**src/rtl/set_serial.sv**
```systemverilog
// rtl/set_serial.sv - nibble-serial unsigned compare/subtract unit with valid/ready handshakes
//
// Computes diff = a - b one 4-bit slice per clock (a + ~b + carry ripple),
// then derives a set-on-compare result from the final carry and zero flag.
//
// Ports:
//   clk, rst_n          clock, asynchronous active-low reset
//   in_valid, in_ready  operation handshake (accepted only in IDLE)
//   op                  compare code: SEQ SNE SLT SGT SLE SGE, 110/111 -> 0
//   a, b                unsigned operands, bit 0 = least significant
//   out_valid, out_ready result handshake (result held in DONE)
//   set                 compare result
//   diff                a - b modulo 2^width, bit 0 = least significant
//   busy                high while slices are being processed
module set_serial #(
    parameter int width = 32
) (
    input  logic             clk,
    input  logic             rst_n,
    input  logic             in_valid,
    output logic             in_ready,
    input  logic [2:0]       op,
    input  logic [0:width-1] a,
    input  logic [0:width-1] b,
    output logic             out_valid,
    input  logic             out_ready,
    output logic             set,
    output logic [0:width-1] diff,
    output logic             busy
);

    localparam int nslices = width / 4;
    localparam int cw      = (nslices > 1) ? $clog2(nslices) : 1;
    localparam int iw      = (width > 1) ? $clog2(width) : 1;
    localparam logic [cw-1:0] last_slice = cw'(nslices - 1);

    typedef enum logic [1:0] {
        st_idle,
        st_busy,
        st_done
    } state_t;

    state_t state, state_nxt;

    logic [0:width-1] a_r, b_r, diff_r, diff_nxt;
    logic [2:0]       op_r;
    logic [cw-1:0]    cnt;
    logic             carry, zero, set_r;
    logic             carry_nxt, zero_nxt, set_nxt;
    logic [iw-1:0]    base;
    logic [3:0]       sa, sb;
    logic [4:0]       sum;

    // Operands use ascending bit order with bit 0 as the LSB, so a slice is
    // gathered bit by bit; a part-select would reverse its significance.
    always_comb begin
        sa       = '0;
        sb       = '0;
        diff_nxt = diff_r;
        base     = iw'({cnt, 2'b00});
        for (int j = 0; j < 4; j++) begin
            sa[j] = a_r[base + iw'(j)];
            sb[j] = b_r[base + iw'(j)];
        end
        sum = {1'b0, sa} + {1'b0, ~sb} + {4'b0000, carry};
        for (int j = 0; j < 4; j++) begin
            diff_nxt[base + iw'(j)] = sum[j];
        end
        carry_nxt = sum[4];
        zero_nxt  = zero & (sum[3:0] == 4'b0000);
    end

    // Carry out of a + ~b + 1 is the unsigned "a >= b" flag.
    always_comb begin
        set_nxt = 1'b0;
        case (op_r)
            3'b000:  set_nxt = zero_nxt;
            3'b001:  set_nxt = ~zero_nxt;
            3'b010:  set_nxt = ~carry_nxt;
            3'b011:  set_nxt = carry_nxt & ~zero_nxt;
            3'b100:  set_nxt = ~carry_nxt | zero_nxt;
            3'b101:  set_nxt = carry_nxt;
            default: set_nxt = 1'b0;
        endcase
    end

    always_ff @(posedge clk or negedge rst_n) begin
        if (!rst_n) begin
            state <= st_idle;
        end else begin
            state <= state_nxt;
        end
    end

    always_comb begin
        state_nxt = state;
        case (state)
            st_idle: if (in_valid) state_nxt = st_busy;
            st_busy: if (cnt == last_slice) state_nxt = st_done;
            st_done: if (out_ready) state_nxt = st_idle;
            default: state_nxt = st_idle;
        endcase
    end

    always_ff @(posedge clk or negedge rst_n) begin
        if (!rst_n) begin
            a_r    <= '0;
            b_r    <= '0;
            op_r   <= '0;
            diff_r <= '0;
            cnt    <= '0;
            carry  <= 1'b1;
            zero   <= 1'b1;
            set_r  <= 1'b0;
        end else begin
            case (state)
                st_idle: begin
                    if (in_valid) begin
                        a_r    <= a;
                        b_r    <= b;
                        op_r   <= op;
                        diff_r <= '0;
                        cnt    <= '0;
                        carry  <= 1'b1;
                        zero   <= 1'b1;
                    end
                end
                st_busy: begin
                    diff_r <= diff_nxt;
                    carry  <= carry_nxt;
                    zero   <= zero_nxt;
                    cnt    <= cnt + cw'(1);
                    if (cnt == last_slice) set_r <= set_nxt;
                end
                default: ;
            endcase
        end
    end

    assign in_ready  = (state == st_idle);
    assign out_valid = (state == st_done);
    assign busy      = (state == st_busy);
    assign set       = set_r;
    assign diff      = diff_r;

endmodule
```
**config.mk**
```make
export PLATFORM = sky130hd
export DESIGN_NAME = set_serial
export DESIGN_NICKNAME = d
export VERILOG_FILES = /design/src/rtl/set_serial.sv
export SDC_FILE = /design/constraint.sdc
export NUM_CORES = 1
export LEC_CHECK = 0
export CORE_MARGIN = 10
export CORE_UTILIZATION = 45
export DETAILED_ROUTE_END_ITERATION = 6
export PLACE_DENSITY = 0.81
export SLEW_MARGIN = 20
export SYNTH_ARGS = -nofsm -noshare
export SYNTH_HDL_FRONTEND = slang
export SYNTH_SLANG_ARGS = --single-unit
export TNS_END_PERCENT = 10
```
**constraint.sdc**
```tcl
create_clock -name clk -period 3.9 [get_ports clk]
set_input_delay 0.78 -clock clk [delete_from_list [all_inputs] [get_ports clk]]
set_output_delay 0.78 -clock clk [all_outputs]
set_load 0.01 [all_outputs]
```
==> flow_summary.toml <==
[worst_setup_path]
critPathArrivalTime_ns = 3.73
critical_path_required_ns = 4.15
critPathLaunchType = "flop"
path_max_fanout = 33
cp_cell_sequence = "buf_4, nor2b_1, a221oi_1, nor2_1, a311oi_1, fa_1, inv_1, fa_1, a21o_2, a21oi_1, xor2_1, a311oi_1, o221ai_2"
slowest_delay_ns = 0.41
endpoint_kind = "flop"
crit_family = "compound AO/OA/AOI/OAI gates"
cp_slowest_cell = "fa_1"
path_class = "reg -> reg"
path_depth = 13
crit_buf_inv = 2
rr_worst_depth = 13

[global_routing]
grt_pass1_vias = 4192
grt_pass1_wl_um = 20300
grt.total_usage = 0.164
antenna_found_initial = 0
grt_max_degree = 101
grt.overflow.total = 0

[synth]
ys_seq_elements = 107
netlist.top_cell.by_area = "dfrtp_1"
syn-num-nets = 607
synth_cell_types = 40
synth_edf_count = 0
synth_ff_type = "dfrtp_1"
syn_inst = 529
seq_area_frac_synth = 0.550
yosys-top-cells-count = "nand2_1 (233), dfrtp_1 (105), o21ai_0 (34), nand3_1 (26), nor2_1 (17)"
yosysMostFrequentCell = "nand2_1"
synth_top_area_frac = 0.540
synth.avg_cell_area_um2 = 9.21
synth_area_mm2 = 0.00487
netlist_top_cells_area = "dfrtp_1 (54%), nand2_1 (18%), o21ai_0 (3.5%)"
synthArstFlopShare = 1.00
ys_warn_count = 0

[floorplan]
io_pins = 107
core-area_mm2 = 0.0104
placementRows = 37
die_w_um = 124
die-area_mm2 = 0.0154
start_util = 0.468
die_y_um = 124

[power]
leakagePower_uw = 0.00295
vdd_drop_max_uv = 605
power.density_mw_per_mm2 = 886

[sta]
slew_headroom = 0.358
rsz0062_at_grt = "false"
final_max_slew_viol_count = 0
timing.final.crit_share = 0.893
fmax_mhz = 287
tns_ns = 0
hold_viol_final = 0
setup_viol = 0
finalClockSkew_ns = 0.0127
fin_hold_ws_ns = 0.424
tightest_slew_ns = 0.963
period_needed_ns = 3.48

[clocking]
h-tree-depth = 3
ctsHoldBuffers = 0
cts_inserted_buffers = 9
cts_root_buf = "clkbuf_8"
clock_latency_ns = 0.38
clock-sinks = 107
cts_tree = "yes"
post_cts.repair.setup_buffers = 0
cts_buffer_depth = 2
cts_resized = 0
path_clk_slew_ns = 0.10

[placed_design]
gp_routability_congestion = 0.833
dpl.cell_count = 748
hpwlAfterDp_um = 9350
port_buffers = 106

[detailed_routing]
viasPerCell = 5.21
drc = 0
first_iter_violations = 372
drt-pass1-iter-count = 4
wl_per_cell_um = 16.2
ant_nets = 0
vias = 3979
wl_um = 12400

[run_status]
status = "completed"

[hold_path]
min_path_type = "in -> async"

[layout]
area_growth_pct = 28.1
drive_gt1_frac = 0.0748
fin_nets = 701
fin_cells = 764
antenna_cells = 0

[run]
max_cap_viol_count = 0
[cell usage in the layout, fill, tap and decap left out, drive strengths merged, types with 5 or more instances in the layout]
master,count
nand2,233
dfrtp,105
clkdlybuf4s50,105
o21ai,34
nand3,26
nor2,17
mux2i,15
clkbuf,10
inv,10
buf,9
a221oi,7
mux4,6
a21oi,5
ha,5
[area by class of cell]
| cell class | count | area, um^2 |
|---|---|---|
| Tap cell | 136 | 170 |
| Inverter | 8 | 30.0 |
| Sequential cell | 107 | 2680 |
| Clock buffer | 10 | 138 |
| Clock inverter | 6 | 72.6 |
| Multi-Input combinational cell | 383 | 2030 |
| Timing Repair Buffer | 114 | 1120 |
| Fill cell | 880 | 4180 |
[power by group]
group	internal, uW	switching [uW]	leakage (uW)	total, uW
Sequential	1600	316	0.00135	1920
Clock	321	385	0.000103	706
Combinational	1210	1690	0.00149	2900
Total	3140	2390	0.00295	5520
[worst register-to-register path: stages (launching register included)]
cell and delay [ns]:
dfrtp_1 0.39, buf_4 0.25, nor2b_1 0.20, a221oi_1 0.26
nor2_1 0.08, a311oi_1 0.31, fa_1 0.23, inv_1 0.08
fa_1 0.41, a21o_2 0.23, a21oi_1 0.31, xor2_1 0.12
a311oi_1 0.33, o221ai_2 0.14
[metal layers]
layer | track usage | share of wire | routed length, um | up-vias
met3 | 0.0434 | 0.074 | 913 | 12
met2 | 0.277 | 0.50 | 6180 | 122
met5 | 0 | 0 | 0 | -
met1 | 0.203 | 0.41 | 5110 | 1924
li1 | - | - | - | 1921
met4 | 0.0468 | 0.013 | 164 | 0
[kinds of logic (layout without fill, tap and decap cells)]
group	count (synthesis)	after routing	share of synthesized area
buffers and inverters	39	138	0.0349
and+or+nand+nor	290	290	0.239
xor gates and xnor gates	3	3	0.00925
muxes	25	25	0.0678
AOI/OAI and AO/OA	58	58	0.0773
adders and majority gates	7	7	0.0211
DFF	107	107	0.550
[sequential cells by signal, summed over array words and instances (netlist names)]
name   flops
a_r       32
b_r       32
diff      32
cnt        3
op_r       3
state      2
carry      1
set        1
zero       1
[worst paths after layout]
path | slack [ns] | startpoint | end
setup / recovery | 0.42 | cnt[2]$_DFFE_PN0P_ | set$_DFFE_PN0P_
hold / removal | 0.42 | rst_n | diff[29]$_DFFE_PN0P_
setup reg to reg | 0.42 | cnt[2]$_DFFE_PN0P_ | set$_DFFE_PN0P_
hold reg to reg | 0.48 | a_r[28]$_DFFE_PN0P_ | a_r[28]$_DFFE_PN0P_
max in group asynchronous | 2.62 | rst_n | carry$_DFFE_PN1P_
min in group clk | 0.48 | a_r[28]$_DFFE_PN0P_ | a_r[28]$_DFFE_PN0P_
[per-stage QoR]
stage	power [uW]	utilization	setup WS, ns	cell area [um^2]
floorplan	3810	-	0.750	4870
global placement	4700	0.579	0.543	6030
detailed placement	4830	0.579	0.409	6030
CTS	5550	0.599	0.388	6240
global route	5970	0.599	0.111	6240
finish	5520	0.599	0.419	6240
Note: power is estimated with default switching activity, not from simulation.
